## src/rtl/riscv_mem_arbiter_if.sv

```systemverilog
// Bus bundle for riscv_mem_arbiter: instruction-fetch port, data port and the shared memory port.
// The slave modport is the arbiter; the master modport is the requesters plus the memory.
interface riscv_mem_arbiter_if #(
    parameter int unsigned DATA_WIDTH = 32
);
    logic                  if_req;
    logic [DATA_WIDTH-1:0] if_addr;
    logic                  if_gnt;
    logic                  if_rvalid;
    logic [DATA_WIDTH-1:0] if_rdata;
    logic                  if_err;

    logic                  d_req;
    logic                  d_we;
    logic [DATA_WIDTH-1:0] d_addr;
    logic [DATA_WIDTH-1:0] d_wdata;
    logic [3:0]            d_be;
    logic                  d_gnt;
    logic                  d_rvalid;
    logic [DATA_WIDTH-1:0] d_rdata;
    logic                  d_err;

    logic                  mem_req;
    logic                  mem_we;
    logic [DATA_WIDTH-1:0] mem_addr;
    logic [DATA_WIDTH-1:0] mem_wdata;
    logic [3:0]            mem_be;
    logic                  mem_ready;
    logic                  mem_rvalid;
    logic [DATA_WIDTH-1:0] mem_rdata;

    modport slave (
        input  if_req, if_addr,
        output if_gnt, if_rvalid, if_rdata, if_err,
        input  d_req, d_we, d_addr, d_wdata, d_be,
        output d_gnt, d_rvalid, d_rdata, d_err,
        output mem_req, mem_we, mem_addr, mem_wdata, mem_be,
        input  mem_ready, mem_rvalid, mem_rdata
    );

    modport master (
        output if_req, if_addr,
        input  if_gnt, if_rvalid, if_rdata, if_err,
        output d_req, d_we, d_addr, d_wdata, d_be,
        input  d_gnt, d_rvalid, d_rdata, d_err,
        input  mem_req, mem_we, mem_addr, mem_wdata, mem_be,
        output mem_ready, mem_rvalid, mem_rdata
    );
endinterface

```

## src/rtl/riscv_mem_arbiter.sv

```systemverilog
// Arbitrates fetch and data ports onto one memory port, one transaction in flight, with timeout.
// Define ARB_RR_EN for round-robin on simultaneous requests; otherwise the data port always wins.
module riscv_mem_arbiter #(
    parameter int unsigned DATA_WIDTH = 32,
    parameter int unsigned MAX_WAIT   = 16
) (
    input  logic               clock,
    input  logic               reset,
    riscv_mem_arbiter_if.slave bus,
    output logic               busy
);
    localparam logic [1:0] StIdle = 2'd0;
    localparam logic [1:0] StReq  = 2'd1;
    localparam logic [1:0] StWait = 2'd2;
    localparam logic [1:0] StResp = 2'd3;

    localparam int unsigned     CntW    = 8;
    localparam logic [CntW-1:0] CntLast = CntW'(MAX_WAIT - 1);

    logic [1:0]            state_q, state_d;
    logic [CntW-1:0]       cnt_q, cnt_d;
    logic                  owner_d_q, owner_d_d;  // 1: data port owns the transaction
    logic                  busy_q, busy_d;
    logic                  if_gnt_q, if_gnt_d, d_gnt_q, d_gnt_d;
    logic                  if_rvalid_q, if_rvalid_d, d_rvalid_q, d_rvalid_d;
    logic                  if_err_q, if_err_d, d_err_q, d_err_d;
    logic [DATA_WIDTH-1:0] if_rdata_q, if_rdata_d, d_rdata_q, d_rdata_d;
    logic                  mem_req_q, mem_req_d, mem_we_q, mem_we_d;
    logic [DATA_WIDTH-1:0] mem_addr_q, mem_addr_d, mem_wdata_q, mem_wdata_d;
    logic [3:0]            mem_be_q, mem_be_d;
    logic                  pick_d;
    logic                  fin, fin_err;
    logic [DATA_WIDTH-1:0] fin_data;

`ifdef ARB_RR_EN
    logic prefer_d_q, prefer_d_d;

    always_comb begin
        pick_d     = bus.d_req & (~bus.if_req | prefer_d_q);
        prefer_d_d = prefer_d_q;
        if (state_q == StIdle && (bus.if_req || bus.d_req)) begin
            prefer_d_d = ~pick_d;
        end
    end

    always_ff @(posedge clock or negedge reset) begin
        if (!reset) begin
            prefer_d_q <= 1'b1;
        end else begin
            prefer_d_q <= prefer_d_d;
        end
    end
`else
    always_comb begin
        pick_d = bus.d_req;
    end
`endif

    always_comb begin
        state_d     = state_q;
        cnt_d       = cnt_q;
        owner_d_d   = owner_d_q;
        if_gnt_d    = 1'b0;
        d_gnt_d     = 1'b0;
        if_rvalid_d = 1'b0;
        d_rvalid_d  = 1'b0;
        if_err_d    = 1'b0;
        d_err_d     = 1'b0;
        if_rdata_d  = '0;
        d_rdata_d   = '0;
        mem_req_d   = mem_req_q;
        mem_we_d    = mem_we_q;
        mem_addr_d  = mem_addr_q;
        mem_wdata_d = mem_wdata_q;
        mem_be_d    = mem_be_q;
        fin         = 1'b0;
        fin_err     = 1'b0;
        fin_data    = '0;

        unique case (state_q)
            StIdle: begin
                if (bus.if_req || bus.d_req) begin
                    state_d   = StReq;
                    owner_d_d = pick_d;
                    mem_req_d = 1'b1;
                    if (pick_d) begin
                        d_gnt_d     = 1'b1;
                        mem_we_d    = bus.d_we;
                        mem_addr_d  = bus.d_addr;
                        mem_wdata_d = bus.d_wdata;
                        mem_be_d    = bus.d_be;
                    end else begin
                        if_gnt_d    = 1'b1;
                        mem_we_d    = 1'b0;
                        mem_addr_d  = bus.if_addr;
                        mem_wdata_d = '0;
                        mem_be_d    = 4'hF;
                    end
                end
            end
            StReq: begin
                if (bus.mem_ready) begin
                    state_d   = StWait;
                    mem_req_d = 1'b0;
                    cnt_d     = '0;
                end
            end
            StWait: begin
                // A response on the last wait cycle still beats the timeout.
                if (bus.mem_rvalid) begin
                    fin      = 1'b1;
                    fin_data = mem_we_q ? '0 : bus.mem_rdata;
                end else if (cnt_q == CntLast) begin
                    fin     = 1'b1;
                    fin_err = 1'b1;
                end else begin
                    cnt_d = cnt_q + CntW'(1);
                end
                if (fin) begin
                    state_d = StResp;
                    if (owner_d_q) begin
                        d_rvalid_d = 1'b1;
                        d_rdata_d  = fin_data;
                        d_err_d    = fin_err;
                    end else begin
                        if_rvalid_d = 1'b1;
                        if_rdata_d  = fin_data;
                        if_err_d    = fin_err;
                    end
                end
            end
            StResp: begin
                state_d = StIdle;
                cnt_d   = '0;
            end
            default: begin
                state_d = StIdle;
            end
        endcase

        busy_d = (state_d != StIdle);
    end

    always_ff @(posedge clock or negedge reset) begin
        if (!reset) begin
            state_q     <= StIdle;
            cnt_q       <= '0;
            owner_d_q   <= 1'b0;
            busy_q      <= 1'b0;
            if_gnt_q    <= 1'b0;
            d_gnt_q     <= 1'b0;
            if_rvalid_q <= 1'b0;
            d_rvalid_q  <= 1'b0;
            if_err_q    <= 1'b0;
            d_err_q     <= 1'b0;
            if_rdata_q  <= '0;
            d_rdata_q   <= '0;
            mem_req_q   <= 1'b0;
            mem_we_q    <= 1'b0;
            mem_addr_q  <= '0;
            mem_wdata_q <= '0;
            mem_be_q    <= '0;
        end else begin
            state_q     <= state_d;
            cnt_q       <= cnt_d;
            owner_d_q   <= owner_d_d;
            busy_q      <= busy_d;
            if_gnt_q    <= if_gnt_d;
            d_gnt_q     <= d_gnt_d;
            if_rvalid_q <= if_rvalid_d;
            d_rvalid_q  <= d_rvalid_d;
            if_err_q    <= if_err_d;
            d_err_q     <= d_err_d;
            if_rdata_q  <= if_rdata_d;
            d_rdata_q   <= d_rdata_d;
            mem_req_q   <= mem_req_d;
            mem_we_q    <= mem_we_d;
            mem_addr_q  <= mem_addr_d;
            mem_wdata_q <= mem_wdata_d;
            mem_be_q    <= mem_be_d;
        end
    end

    assign busy          = busy_q;
    assign bus.if_gnt    = if_gnt_q;
    assign bus.if_rvalid = if_rvalid_q;
    assign bus.if_rdata  = if_rdata_q;
    assign bus.if_err    = if_err_q;
    assign bus.d_gnt     = d_gnt_q;
    assign bus.d_rvalid  = d_rvalid_q;
    assign bus.d_rdata   = d_rdata_q;
    assign bus.d_err     = d_err_q;
    assign bus.mem_req   = mem_req_q;
    assign bus.mem_we    = mem_we_q;
    assign bus.mem_addr  = mem_addr_q;
    assign bus.mem_wdata = mem_wdata_q;
    assign bus.mem_be    = mem_be_q;
endmodule

```

## src/flat_wrapper.sv

```systemverilog
// flat-port wrapper written by rule: the top's interface ports become plain ports
module riscv_mem_arbiter_flat 
#(
    parameter int unsigned DATA_WIDTH = 32,
    parameter int unsigned MAX_WAIT   = 16
)
  (clock, reset, busy, bus_if_req, bus_if_addr, bus_if_gnt, bus_if_rvalid, bus_if_rdata, bus_if_err, bus_d_req, bus_d_we, bus_d_addr, bus_d_wdata, bus_d_be, bus_d_gnt, bus_d_rvalid, bus_d_rdata, bus_d_err, bus_mem_req, bus_mem_we, bus_mem_addr, bus_mem_wdata, bus_mem_be, bus_mem_ready, bus_mem_rvalid, bus_mem_rdata);
  riscv_mem_arbiter_if #(.DATA_WIDTH(DATA_WIDTH)) bus_i ();
  input  logic clock;
  input  logic reset;
  output logic busy;
  input wire logic [$bits(bus_i.if_req)-1:0] bus_if_req;
  input wire logic [$bits(bus_i.if_addr)-1:0] bus_if_addr;
  output wire logic [$bits(bus_i.if_gnt)-1:0] bus_if_gnt;
  output wire logic [$bits(bus_i.if_rvalid)-1:0] bus_if_rvalid;
  output wire logic [$bits(bus_i.if_rdata)-1:0] bus_if_rdata;
  output wire logic [$bits(bus_i.if_err)-1:0] bus_if_err;
  input wire logic [$bits(bus_i.d_req)-1:0] bus_d_req;
  input wire logic [$bits(bus_i.d_we)-1:0] bus_d_we;
  input wire logic [$bits(bus_i.d_addr)-1:0] bus_d_addr;
  input wire logic [$bits(bus_i.d_wdata)-1:0] bus_d_wdata;
  input wire logic [$bits(bus_i.d_be)-1:0] bus_d_be;
  output wire logic [$bits(bus_i.d_gnt)-1:0] bus_d_gnt;
  output wire logic [$bits(bus_i.d_rvalid)-1:0] bus_d_rvalid;
  output wire logic [$bits(bus_i.d_rdata)-1:0] bus_d_rdata;
  output wire logic [$bits(bus_i.d_err)-1:0] bus_d_err;
  output wire logic [$bits(bus_i.mem_req)-1:0] bus_mem_req;
  output wire logic [$bits(bus_i.mem_we)-1:0] bus_mem_we;
  output wire logic [$bits(bus_i.mem_addr)-1:0] bus_mem_addr;
  output wire logic [$bits(bus_i.mem_wdata)-1:0] bus_mem_wdata;
  output wire logic [$bits(bus_i.mem_be)-1:0] bus_mem_be;
  input wire logic [$bits(bus_i.mem_ready)-1:0] bus_mem_ready;
  input wire logic [$bits(bus_i.mem_rvalid)-1:0] bus_mem_rvalid;
  input wire logic [$bits(bus_i.mem_rdata)-1:0] bus_mem_rdata;
  assign bus_i.if_req = bus_if_req;
  assign bus_i.if_addr = bus_if_addr;
  assign bus_if_gnt = bus_i.if_gnt;
  assign bus_if_rvalid = bus_i.if_rvalid;
  assign bus_if_rdata = bus_i.if_rdata;
  assign bus_if_err = bus_i.if_err;
  assign bus_i.d_req = bus_d_req;
  assign bus_i.d_we = bus_d_we;
  assign bus_i.d_addr = bus_d_addr;
  assign bus_i.d_wdata = bus_d_wdata;
  assign bus_i.d_be = bus_d_be;
  assign bus_d_gnt = bus_i.d_gnt;
  assign bus_d_rvalid = bus_i.d_rvalid;
  assign bus_d_rdata = bus_i.d_rdata;
  assign bus_d_err = bus_i.d_err;
  assign bus_mem_req = bus_i.mem_req;
  assign bus_mem_we = bus_i.mem_we;
  assign bus_mem_addr = bus_i.mem_addr;
  assign bus_mem_wdata = bus_i.mem_wdata;
  assign bus_mem_be = bus_i.mem_be;
  assign bus_i.mem_ready = bus_mem_ready;
  assign bus_i.mem_rvalid = bus_mem_rvalid;
  assign bus_i.mem_rdata = bus_mem_rdata;
  riscv_mem_arbiter #(.DATA_WIDTH(DATA_WIDTH), .MAX_WAIT(MAX_WAIT)) u_core (.clock(clock), .reset(reset), .bus(bus_i), .busy(busy));
endmodule
```

## config.mk

```make
export PLATFORM = sky130hd
export DESIGN_NAME = riscv_mem_arbiter_flat
export DESIGN_NICKNAME = d
export VERILOG_FILES = /design/src/rtl/riscv_mem_arbiter_if.sv /design/src/rtl/riscv_mem_arbiter.sv /design/src/flat_wrapper.sv
export SDC_FILE = /design/constraint.sdc
export NUM_CORES = 1
export LEC_CHECK = 0
export ABC_AREA = 1
export CAP_MARGIN = 30
export CELL_PAD_IN_SITES_DETAIL_PLACEMENT = 0
export CELL_PAD_IN_SITES_GLOBAL_PLACEMENT = 1
export CORE_UTILIZATION = 30
export CTS_CLUSTER_DIAMETER = 120
export DETAILED_ROUTE_END_ITERATION = 12
export PLACE_DENSITY = 0.79
export SLEW_MARGIN = 20
export SYNTH_ARGS = -nofsm -noshare
export SYNTH_HDL_FRONTEND = slang
export SYNTH_SLANG_ARGS = --single-unit
```

## constraint.sdc

```tcl
create_clock -name clock -period 1.4 [get_ports clock]
set_input_delay 0.21 -clock clock [delete_from_list [all_inputs] [get_ports clock]]
set_output_delay 0.21 -clock clock [all_outputs]
set_load 0.05 [all_outputs]
```

== Word level (Yosys, flattened, before mapping) ==
Index checks and enable logic that the tools add are counted.

* Bits in registers: 152
* Bits of input ports: 139
* Output and inout port bits: 141
* Word-level logic and storage cells: 79

* Add/subtract/negate cells: 1
* Eq/ne operators: 8
* Multiplexer cells: 45
* Reduce and logical (&&, ||, !) cells: 8

{| class="wikitable"
|+ Operator list
! operator !! number
|-
| $mux W32 || 10
|-
| $mux W1 || 25
|-
| $mux W8 || 3
|-
| $pmux W8 S3 || 1
|-
| $add A8 B1 Y8 const B || 1
|-
| $eq A8 B4 Y1 const B || 1
|-
| $pmux W2 S4 || 1
|-
| $mux W2 || 3
|-
| $ne A2 B2 Y1 const B || 3
|-
| $eq A2 B2 Y1 const B || 2
|-
| $mux W4 || 1
|-
| $reduce_and A4 Y1 || 1
|-
| $reduce_bool A2 Y1 || 2
|-
| $reduce_and A3 Y1 || 1
|-
| $reduce_bool A3 Y1 || 1
|-
| $eq A2 B1 Y1 const B || 1
|-
| $logic_not A2 Y1 || 1
|-
| $ne A2 B1 Y1 const B || 1
|-
| $pmux W1 S2 || 1
|-
| $reduce_and A2 Y1 || 1
|-
| $logic_or A1 B1 Y1 || 1
|}

== Longest topological paths before layout ==
Gate-level depths: netlist of the first run.

* Depth after elaboration: 7
* Gate-level depth with buffers: 8
* Gate-level depth less buffers: 7

== Worst setup path after synthesis of the first run ==
Ideal clock, no wire load.

* Path type: reg2reg
* Start point: register u_core.mem_we_q (netlist: u_core.bus.mem_we)
* End point: register u_core.if_rdata_q[10] (netlist: u_core.bus.if_rdata[10])
* Setup time: 0.074 ns
* Arrival time: 1.304 ns
* Data required time: 1.326 ns
* Path slack: 0.022 ns
* Cell stages (with the launch flop): 5
* Path buffers: 1
* Clock period less this slack: 1.378 ns
* Cell sequence: dfrtp_1 > nor2_1 > clkbuf_1 > nand2_1 > nor2_1

* Cells in the longest elaborated chain, start to end: 5

{| class="wikitable"
|+ Ends and longest elaborated chain
! item !! line !! text
|-
| from (decl) || riscv_mem_arbiter.sv:28 || <nowiki>logic mem_req_q, mem_req_d, mem_we_q, mem_we_d;</nowiki>
|-
| from (signal assigned) || riscv_mem_arbiter.sv:177 || <nowiki>mem_we_q <= mem_we_d;</nowiki>
|-
| $mux W32 || riscv_mem_arbiter.sv:112 || <nowiki>fin_data = mem_we_q ? '0 : bus.mem_rdata;</nowiki>
|-
| $mux W32 || riscv_mem_arbiter.sv:110 || <nowiki>if (bus.mem_rvalid) begin</nowiki>
|-
| $mux W32 || riscv_mem_arbiter.sv:121 || <nowiki>if (owner_d_q) begin</nowiki>
|-
| $mux W32 || riscv_mem_arbiter.sv:119 || <nowiki>if (fin) begin</nowiki>
|-
| $mux W32 || riscv_mem_arbiter.sv:80 || <nowiki>unique case (state_q)</nowiki>
|-
| via u_core.if_rdata_d[10] || riscv_mem_arbiter.sv:27 || <nowiki>logic [DATA_WIDTH-1:0] if_rdata_q, if_rdata_d, d_rdata_q, d_rdata_d;</nowiki>
|-
| to (signal assigned) || riscv_mem_arbiter.sv:174 || <nowiki>if_rdata_q <= if_rdata_d;</nowiki>
|-
| to (decl) || riscv_mem_arbiter.sv:27 ||
|}

The timed path passes the listed nets, and every way through them passes these cells.
A chain may end at the register's enable or synchronous reset.

== Final worst setup path of the first run ==
* Start point: register u_core.state_q[0]
* End point: register u_core.mem_wdata_q[19] (netlist: u_core.bus.mem_wdata[19])

* Cells in the longest elaborated chain, start to end: 2

{| class="wikitable"
|+ Ends and longest elaborated chain
! item !! line !! text
|-
| from (decl) || riscv_mem_arbiter.sv:20 || <nowiki>logic [1:0] state_q, state_d;</nowiki>
|-
| from (signal assigned) || riscv_mem_arbiter.sv:146 || <nowiki>state_q <= StIdle;</nowiki>
|-
| from (signal assigned) || riscv_mem_arbiter.sv:164 || <nowiki>state_q <= state_d;</nowiki>
|-
| $logic_not A2 Y1 || riscv_mem_arbiter.sv:80 ||
|-
| $reduce_and A2 Y1 (no line) || n/a ||
|-
| to (signal assigned) || riscv_mem_arbiter.sv:179 || <nowiki>mem_wdata_q <= mem_wdata_d;</nowiki>
|-
| to (decl) || riscv_mem_arbiter.sv:29 || <nowiki>logic [DATA_WIDTH-1:0] mem_addr_q, mem_addr_d, mem_wdata_q, mem_wdata_d;</nowiki>
|}

Every way passes these cells.

==> results_tabular.tex, run 1 <==
\begin{tabular}{lr}
\hline
Metric & Value \\
\hline
\multicolumn{2}{l}{\textbf{Timing}} \\
\quad Unrepaired setup endpoints after global routing & false \\
\quad Count of endpoints failing hold in the final timing report & 0 \\
\quad Clock period minus worst slack & 1.33 ns \\
\quad Number of max-slew violations in the final report & 0 \\
\quad Fin Hold WS & 0.102 ns \\
\quad Total setup violations reported at the end of the flow & 0 \\
\quad Final clock period utilization by the worst path & 94.8\% \\
\quad Transition at the pin with the smallest max-transition slack & 0.434 ns \\
\quad Maximum clock frequency & 753 MHz \\
\quad Largest clock skew in the final design & 0.00742 ns \\
\quad Headroom to the max-slew limit & 71.1\% \\
\quad Worst setup slack after layout & 0.0728 ns \\
\quad Setup TNS & 0 ns \\
\multicolumn{2}{l}{\textbf{GRT}} \\
\quad Gr ovfl total & 0 \\
\quad M3 GR Usage & 7.18\% \\
\quad Layer carrying the most global-route usage & met2 \\
\quad Antenna violations before repair & 2 \\
\quad Met1 track demand over resource & 21.3\% \\
\quad Global-route usage over all layers & 18.2\% \\
\quad Largest net degree at the start of global routing & 41 \\
\quad Wire length of the first global-routing pass & 27000 µm \\
\quad Via count of the first global-routing pass & 4916 \\
\quad Met2 Use GR & 29.9\% \\
\multicolumn{2}{l}{\textbf{Floorplanning}} \\
\quad Horizontal extent of the die & 141 µm \\
\quad Effective utilization at floorplan & 30.7\% \\
\quad Number of top-level pins & 280 \\
\quad Height of the die & 141 µm \\
\quad Number of placement rows & 50 \\
\quad Die outline area & 19800 µm² \\
\quad Floorplan core area & 18800 µm² \\
\multicolumn{2}{l}{\textbf{Synth}} \\
\quad Count of warnings emitted by yosys & 0 \\
\quad Number of instances in the synthesized netlist & 569 \\
\quad Mean cell area of the mapped netlist & 10.1 µm² \\
\quad Number of enable flip-flop cells after synthesis & 0 \\
\quad Total nets after synthesis & 709 \\
\quad Post-Syn Area & 5760 µm² \\
\quad Commonest register cell after synthesis & sky130\_fd\_sc\_hd\_\_dfrtp\_1 \\
\quad Fraction of post-synthesis cell area in the top cell type by area & 66.1\% \\
\quad Async SR Flop Fraction & 100\% \\
\quad Commonest cells in the netlist & sky130\_fd\_sc\_hd\_\_dfrtp\_1 (152), sky130\_fd\_sc\_hd\_\_nand2\_1 (131), sky130\_fd\_sc\_hd\_\_nor2\_1 (76) \\
\quad Count of unique library cells instantiated by Yosys & 23 \\
\quad Cell type with the highest aggregate area in the netlist & sky130\_fd\_sc\_hd\_\_dfrtp\_1 \\
\quad Main area contributors after synthesis & sky130\_fd\_sc\_hd\_\_dfrtp\_1 (66\%), sky130\_fd\_sc\_hd\_\_nand2\_1 (8.5\%), sky130\_fd\_sc\_hd\_\_o21ai\_0 (5.7\%) \\
\quad Most used standard cell by instance count after synthesis & sky130\_fd\_sc\_hd\_\_dfrtp\_1 \\
\quad Number of synthesized register bits & 152 \\
\quad Sequential share of the synthesized area & 66.1\% \\
\multicolumn{2}{l}{\textbf{Worst setup path}} \\
\quad Startpoint of the worst register-to-register path & u\_core.state\_q[0] \\
\quad Peak fanout along the critical path & 35 \\
\quad Worst path arrival time & 1.63 ns \\
\quad Crit path launch type & flip-flop \\
\quad Critical Setup Path Class & reg -> reg \\
\quad CP startpoint & u\_core.state\_q[0] \\
\quad Worst-case register-to-register setup slack & 0.07 ns \\
\quad Critical path required time & 1.71 ns \\
\quad Kind of capture point of the worst setup path & flip-flop \\
\multicolumn{2}{l}{\textbf{Drt}} \\
\quad Total number of vias & 4945 \\
\quad Final routed wirelength across all metal layers & 17100 µm \\
\quad Number of antenna-violating nets in the routed design & 0 \\
\quad Drt first-iter violations & 202 \\
\quad Mean number of vias per cell & 4.40 \\
\quad Number of remaining DRC errors & 0 \\
\quad Drt pass-1 iters & 4 \\
\quad Routed wire length per instance & 15.2 µm \\
\multicolumn{2}{l}{\textbf{Clock network}} \\
\quad Worst-path clk slew & 0.06 ns \\
\quad Number of buffers inserted to repair setup after CTS & 0 \\
\quad Total number of H-tree levels & 4 \\
\quad Sink Count & 152 \\
\quad CTS Buffer Depth & 2 \\
\quad Worst-Skew Late Latency & 0.41 ns \\
\quad Root buffer selected by CTS & sky130\_fd\_sc\_hd\_\_clkbuf\_16 \\
\quad Clock tree from TritonCTS & yes \\
\quad CTS buffer count & 17 \\
\multicolumn{2}{l}{\textbf{Layout}} \\
\quad Number of nets at the end of the flow & 1014 \\
\quad Area growth from synthesis to final layout & 92.5\% \\
\quad Area taken by multi-input logic gates & 1660 µm² \\
\quad Number of fillers in the final layout & 1496 \\
\quad Fin util & 59.1\% \\
\quad FF/Latch Area & 3800 µm² \\
\quad Fraction of layout instances using a drive strength above 1 & 25.9\% \\
\multicolumn{2}{l}{\textbf{Status}} \\
\quad Status & finished, final reports clean \\
\multicolumn{2}{l}{\textbf{Placed design}} \\
\quad Placed wire-length estimate after detailed placement & 13100 µm \\
\quad Number of I/O port buffers & 279 \\
\quad Placer congestion estimate & 0.804 \\
\quad Pre-CTS worst setup slack & -0.169 ns \\
\multicolumn{2}{l}{\textbf{Worst hold path}} \\
\quad Worst hold-check path type & in -> reg \\
\quad Launch point of the worst hold path & bus\_d\_req \\
\multicolumn{2}{l}{\textbf{Power and ir drop}} \\
\quad Static power due to leakage & 5.12 nW \\
\quad Areal power density over the cells & 2170 nW/µm² \\
\quad VDD IR-drop max & 0.00141 V \\
\quad Overall power & 0.0240 W \\
\multicolumn{2}{l}{\textbf{Job}} \\
\quad MaxCap Viol Count & 0 \\
\hline
\end{tabular}
[metrics by stage]
| stage | instance area (µm²) | instances |
|---|---|---|
| 2_1_floorplan | 5760 | 569 |
| 4_1_cts | 11100 | 1121 |
| 6_report | 11100 | 1123 |
| 3_3_place_gp | 10500 | 1088 |
| 3_5_place_dp | 10500 | 1088 |
| 5_1_grt | 11100 | 1123 |
[worst paths after layout]
| path | endpoint | depth (start not counted) |
|---|---|---|
| worst max-delay path | u_core.bus.mem_wdata[19] | 4 |
| worst min-delay path | u_core.bus.if_gnt | 2 |
| worst max register to register | u_core.bus.mem_wdata[19] | 4 |
| worst min register to register | u_core.bus.if_rvalid | 1 |
| max in group asynchronous | u_core.bus.mem_be[3] | 3 |
| min in group asynchronous | u_core.bus.if_rdata[27] | 2 |
[cell type report]
class | instances | area share [%]
Sequential cell | 152 | 34.3
Multi-Input combinational cell | 340 | 15.0
Antenna cell | 2 | 0.0451
Tap cell | 234 | 2.64
Clock inverter | 14 | 1.23
Timing Repair Buffer | 317 | 41.3
Inverter | 46 | 1.56
Clock buffer | 18 | 3.96
[report_power, final]
part	leakage [nW]	internal (W)	switching, W
Sequential	2.00	0.00563	0.00134
Clock	0.286	0.00254	0.00193
Combinational	2.84	0.00595	0.00661
[state kept, by name (all words and copies together) (netlist names)]
| name | flops |
|---|---|
| u_core.bus.if_gnt | 1 |
| u_core.bus.if_rdata | 32 |
| u_core.bus.mem_wdata | 32 |
| u_core.state_q | 2 |
| u_core.bus.d_err | 1 |
| u_core.bus.mem_be | 4 |
| u_core.bus.d_rdata | 32 |
| u_core.busy | 1 |
| u_core.bus.d_rvalid | 1 |
| u_core.bus.mem_addr | 32 |
| u_core.bus.if_err | 1 |
| u_core.owner_d_q | 1 |
| u_core.cnt_q | 8 |
| u_core.bus.if_rvalid | 1 |
| u_core.bus.mem_req | 1 |
| u_core.bus.d_gnt | 1 |
| u_core.bus.mem_we | 1 |
[per-layer routing]
| metal | routed length (µm) | part of all wire [%] | vias to the layer above |
|---|---|---|---|
| met5 | 0 | 0 | - |
| met4 | 347 | 2.0 | 0 |
| met3 | 1500 | 8.7 | 19 |
| met2 | 8550 | 50 | 221 |
| met1 | 6730 | 39 | 2265 |
| li1 | - | - | 2440 |
[cell families (layout without fill, tap and decap cells)]
family	Yosys count	after routing	synth area share, %
and+or+nand+nor	223	223	15.0
DFF	152	152	66.1
AOI/OAI and AO/OA	115	115	12.9
buffers and inverters	77	395	5.65
adders and majority gates	1	1	0.217
xor gates and xnor gates	1	1	0.152
other	0	2	0
[layout by cell type, fill, tap and decap left out, types with 17 or more instances in the layout]
cell type / instances
sky130_fd_sc_hd__inv_1: 44
sky130_fd_sc_hd__a22o_1: 33
sky130_fd_sc_hd__clkdlybuf4s50_1: 136
sky130_fd_sc_hd__dfrtp_1: 152
sky130_fd_sc_hd__nor2_1: 71
sky130_fd_sc_hd__buf_4: 30
sky130_fd_sc_hd__nand2_1: 131
sky130_fd_sc_hd__clkbuf_16: 17
sky130_fd_sc_hd__o21ai_0: 66
sky130_fd_sc_hd__buf_12: 148
[what timing repair did]
action | in CTS | in global routing
gates cloned | 0 | 0
pin swaps | 0 | 0
resized for setup | 3 | 4
hold buffers | 1 | 0
hold endpoints to repair | 33 | 0
endpoints found under the setup margin | 11 | 57
[critical path: stages (launching register included)]
cell                      delay [ns]
sky130_fd_sc_hd__dfrtp_1        0.42
sky130_fd_sc_hd__nor2_4         0.22
sky130_fd_sc_hd__o21ai_4        0.16
sky130_fd_sc_hd__buf_12         0.20
sky130_fd_sc_hd__a22o_1         0.22
Power figures use the tool's default switching activity.
==> run 2: changes to the inputs <==
- GPL_ROUTABILITY_DRIVEN: not set -> 0
==> results of run 2 <==
No change in the layout: final DEF, timing and power equal those of run 1.
==> RTL change 1, RTL diff (config.mk and constraints of run 1) <==
Add a define of `ARB_RR_EN`.
--- a/src/rtl/riscv_mem_arbiter.sv
+++ b/src/rtl/riscv_mem_arbiter.sv
@@ -1,4 +1,6 @@
 // Arbitrates fetch and data ports onto one memory port, one transaction in flight, with timeout.
 // Define ARB_RR_EN for round-robin on simultaneous requests; otherwise the data port always wins.
+`define ARB_RR_EN
+
 module riscv_mem_arbiter #(
     parameter int unsigned DATA_WIDTH = 32,
Behaviour: not the same (a bounded check fails within 10 cycles, from zero or initial values and one cycle with reset low).
==> RTL change 1 against run 1 <==
- clock power down 2%
- area after synthesis down 1.4%
- routed wire length up 2.4%
- critical endpoint is now u_core.bus.mem_wdata[2]$_DFFE_PN0P_
- sequential cell count up 1
- clock skew up 0.0024 ns
- die area down 1.4%
- design area down 0.35%
- setup slack better by 0.019 ns
- first-iteration DRC count down 16%
- sequential share of layout area up 0.36 points
- power up 3.1%
- synthesized cell count down 4.7%
==> RTL change 1: results (changes against run 1) <==
first-pass GRT wire length -> 27.6 mm (+2.0%)
share of layout cells above drive strength 1 -> 26.8% (+0.89 points)
status -> finished clean
antenna cells -> 0 (-2)
vias in the first global route -> 5,017 (+2.1%)
DP HPWL -> 12.9 mm (-1.3%)
Total Routing Usage GR -> 18.4% (+0.22 points)
Seq/Total Area, Yosys -> 67.5% (+1.4 points)
worst-margin pin slew -> 0.374 ns (-0.0600 ns)
Synth cell types -> 25 (+8.7%)
Worst Path Arrival -> 1.61 ns (-0.02 ns)
Lkg Pwr -> 0.00503 uW (-1.8%)
syn_nets -> 682 (-3.8%)
CP max FO -> 15 (-57%)
initial antenna violation count -> 0 (-2)
Initial DRC Count -> 169 (-16%)
Max IR drop VDD -> 2.24 mV (+59%)
largest net degree at the start of global routing -> 39 (-4.9%)
fin nets -> 992 (-2.2%)
synth top area cells -> dfrtp_1, nand2_1, a22o_1
YS warnings -> 0 (unchanged)
pre-CTS WS -> -0.164 ns (+0.00494 ns)
syn avg cell area -> 10.5 sq um (+3.5%)
vias -> 4,909 (-0.73%)
min-delay worst type -> input port to async pin
routability-driven placement congestion ratio -> 0.756 (-5.9%)
clock skew -> 0.00985 ns (+0.00243 ns)
Non-Filler Instances -> 1,094 (-2.6%)
## RTL change 1: final timing paths
path	startpoint	to	slack (ns)	depth (start not counted)
setup / recovery	u_core.state_q[1]$_DFF_PN0_	u_core.bus.mem_wdata[2]$_DFFE_PN0P_	0.09	5
hold / removal	reset	u_core.bus.mem_addr[24]$_DFFE_PN0P_	0.28	2
setup reg to reg	u_core.state_q[1]$_DFF_PN0_	u_core.bus.mem_wdata[2]$_DFFE_PN0P_	0.09	5
hold reg to reg	u_core.owner_d_q$_DFFE_PN0P_	u_core.bus.if_rvalid$_DFF_PN0_	0.46	1
max in group asynchronous	reset	u_core.bus.mem_addr[4]$_DFFE_PN0P_	0.57	3
min in group clock	bus_mem_rdata[23]	u_core.bus.d_rdata[23]$_DFF_PN0_	0.34	3
## RTL change 1: per-stage QoR
step	util, %	cell area (sq um)	total power (uW)
after floorplan	-	5680	13000
after global placement	56.8	10400	20200
after detailed placement	56.8	10400	20300
after CTS	60.0	11000	24800
after global routing	60.5	11000	25900
final	60.5	11000	24700
## RTL change 1: area by class of cell
| cell class | instances | area, sq um |
|---|---|---|
| Fill cell | 1445 | 7220 |
| Timing Repair Buffer | 318 | 4650 |
| Sequential cell | 153 | 3830 |
| Multi-Input combinational cell | 346 | 1650 |
| Clock buffer | 18 | 439 |
| Tap cell | 229 | 287 |
| Clock inverter | 14 | 130 |
| Inverter | 16 | 62.6 |
## RTL change 1: cells by family after synthesis
logic type	count (synthesis)	synth area share, %
AOI/OAI and AO/OA	52	7.12
and+or+nand+nor	292	20.7
buffers and inverters	44	4.45
DFF	153	67.5
adders and majority gates	1	0.220
## RTL change 1: power by group
| part | internal [uW] | leakage [uW] | switching (uW) |
|---|---|---|---|
| clock | 2390 | 0.000267 | 1990 |
| combinational | 6360 | 0.00274 | 6980 |
| sequential | 5690 | 0.00202 | 1330 |
## RTL change 1: layer usage
| layer | track usage (%) | wire, um | vias to the layer above |
|---|---|---|---|
| li1 | - | - | 2367 |
| met1 | 22.9 | 7560 | 2319 |
| met2 | 29.5 | 8240 | 205 |
| met3 | 7.23 | 1510 | 18 |
| met4 | 5.67 | 236 | 0 |
| met5 | 0 | 0 | - |
## RTL change 1: timing repair
item,CTS,global route
hold endpoints to repair,30,0
gates resized for setup,1,11
gates cloned,0,2
endpoints found under the setup margin,5,38
pin swaps,0,2
hold buffers,1,0
buffers inserted,0,1
==> RTL change 2, RTL diff (config.mk and constraints of run 1) <==
Without the edit above. Take the reset off `if_rdata_q` and load it in a clocked block of its own.
--- a/src/rtl/riscv_mem_arbiter.sv
+++ b/src/rtl/riscv_mem_arbiter.sv
@@ -154,5 +154,4 @@
             if_err_q    <= 1'b0;
             d_err_q     <= 1'b0;
-            if_rdata_q  <= '0;
             d_rdata_q   <= '0;
             mem_req_q   <= 1'b0;
@@ -172,5 +171,4 @@
             if_err_q    <= if_err_d;
             d_err_q     <= d_err_d;
-            if_rdata_q  <= if_rdata_d;
             d_rdata_q   <= d_rdata_d;
             mem_req_q   <= mem_req_d;
@@ -180,4 +178,8 @@
             mem_be_q    <= mem_be_d;
         end
+    end
+
+    always_ff @(posedge clock) begin
+        if_rdata_q <= if_rdata_d;
     end
 
Behaviour: differs if reset is asserted again (counterexample within 4 cycles, from zero or initial values and one cycle with reset low); with reset held inactive, the same outputs for 4 cycles.
==> RTL change 2 against run 1 <==
- the flow now finishes with violations (DRC)
- area after synthesis is 1.9% lower
- setup slack worse by 0.026 ns
- via count is 1.1% higher
- sequential power is 1% lower
- synthesized cell count is 0.18% lower
- sequential cell count stayed put
- first-iteration DRC count is 0.99% higher
- design area is 1.3% lower
- power is 0.98% lower
- routed wire length is 0.59% lower
- largest cell class unchanged
- largest power group unchanged
==> RTL change 2: results (changes against run 1) <==
DRC errors left -> 21 (+21)
vias in the first global route -> 5,050 (+2.7%)
Worst Path Arrival -> 1.71 ns (+0.08 ns)
fin nets -> 1,009 (-0.49%)
Lkg Pwr -> 0.00490 uW (-4.2%)
vias -> 4,997 (+1.1%)
internal reg-to-reg setup slack -> 0.05 ns (-0.03 ns)
Synth top cells by count -> nand2_1, dfrtp_1, nor2_1
path depth of the worst reg2reg path -> 6 (+2)
antenna cells -> 0 (-2)
hold path cells -> 3 (+1)
Max stage delay on crit path -> 0.40 ns (-0.02 ns)
clock latency on the worst-skew pair -> 0.43 ns (+0.02 ns)
CTS resizes -> 5 (+2)
DP HPWL -> 12.7 mm (-3.3%)
Seq/Total Area, Yosys -> 64.5% (-1.5 points)
Async S/R FF share, synth -> 78.9% (-21 points)
clock skew -> 0.0138 ns (+0.00637 ns)
placed inst area -> 10,200 sq um (-2.6%)
Vias per Instance -> 4.50 (+2.1%)
Pre-antenna DRT Iters -> 10 (+6)
mux contribution to synthesized area -> 0% (unchanged)
adder-cell area share of the yosys netlist -> 0.222% (+0.0042 points)
crit share post-route -> 96.7% (+1.9 points)
drt wl/cell -> 15.3 um (+0.48%)
syn_nets -> 708 (-0.14%)
RR Startpoint -> u_core.cnt_q[1]$_DFFE_PN0P_
worst relative slew slack -> 78.4% (+7.3 points)
Sw Pwr -> 9930 uW (+0.49%)
routability-driven placement congestion ratio -> 0.805 (about the same)
Total Routing Usage GR -> 18.2% (+0.030 points)
beginning of the critical path -> u_core.cnt_q[1]$_DFFE_PN0P_
share of layout cells above drive strength 1 -> 25.5% (-0.42 points)
pre-CTS WS -> -0.118 ns (+0.0503 ns)
Inst Count DP -> 1,070 (-1.7%)
Synth cell types -> 25 (+8.7%)
Cells after Synth -> 568 (-0.18%)
failing checks -> DRC
initial antenna violation count -> 0 (-2)
largest net degree at the start of global routing -> 61 (+49%)
RR Endpoint -> u_core.bus.if_rdata[7]$_SDFF_PP0_
Compound-Gate Fraction of Synth Area -> 12.9% (-0.015 points)
status -> finished, violations left
synth top area cells -> dfrtp_1, dfxtp_1, nand2_1
finished layout cell area -> 10,900 sq um (-1.3%)
RTL change 2: cell types whose count changed in the layout (fill, tap and decap cells not counted), sizes merged, moves of 2 or more:
cell / change
dfrtp: -32
dfxtp: +32
buf: -5
nand2: -3
a21oi: -2
clkinv: +2
diode: -2
nand3: +2
o21ai: +2
RTL change 2: power by group through the flow:
stage | combinational [uW] | clock [uW] | sequential [uW]
3_3_place_gp | 12200 | 0 | 6910
6_report | 12300 | 4560 | 6900
2_1_floorplan | 2230 | 0 | 10200
5_1_grt | 12900 | 4860 | 7060
4_1_cts | 12300 | 4680 | 6900
3_5_place_dp | 12200 | 0 | 6960
RTL change 2: area by class of cell:
cell class	count	area [sq um]
inverter	45	169
tap	229	287
sequential	152	3640
timing repair buffer	312	4530
clock buffer	17	425
fill	1500	7270
clock inverter	15	174
multi-input combinational	341	1710
RTL change 2: how the worst min path moves through the flow:
stage / end / startpoint / slack (ns)
6_report: u_core.bus.mem_be[1]$_DFFE_PN0P_ / bus_d_req / 0.21
5_1_grt: u_core.bus.mem_be[1]$_DFFE_PN0P_ / bus_d_req / 0.22
4_1_cts: u_core.bus.mem_be[1]$_DFFE_PN0P_ / bus_d_req / 0.21
3_5_place_dp: u_core.bus.d_rdata[1]$_DFF_PN0_ / reset / 0.13
3_3_place_gp: u_core.bus.d_rdata[0]$_DFF_PN0_ / reset / 0.13
2_1_floorplan: u_core.bus.d_err$_DFF_PN0_ / reset / -0.09
RTL change 2: routing by layer:
layer	routed length [um]	GRT usage [%]	up-vias
li1	-	-	2443
met5	0	0	-
met1	6690	20.9	2309
met3	1730	7.60	16
met4	229	5.73	0
met2	8380	30.9	229
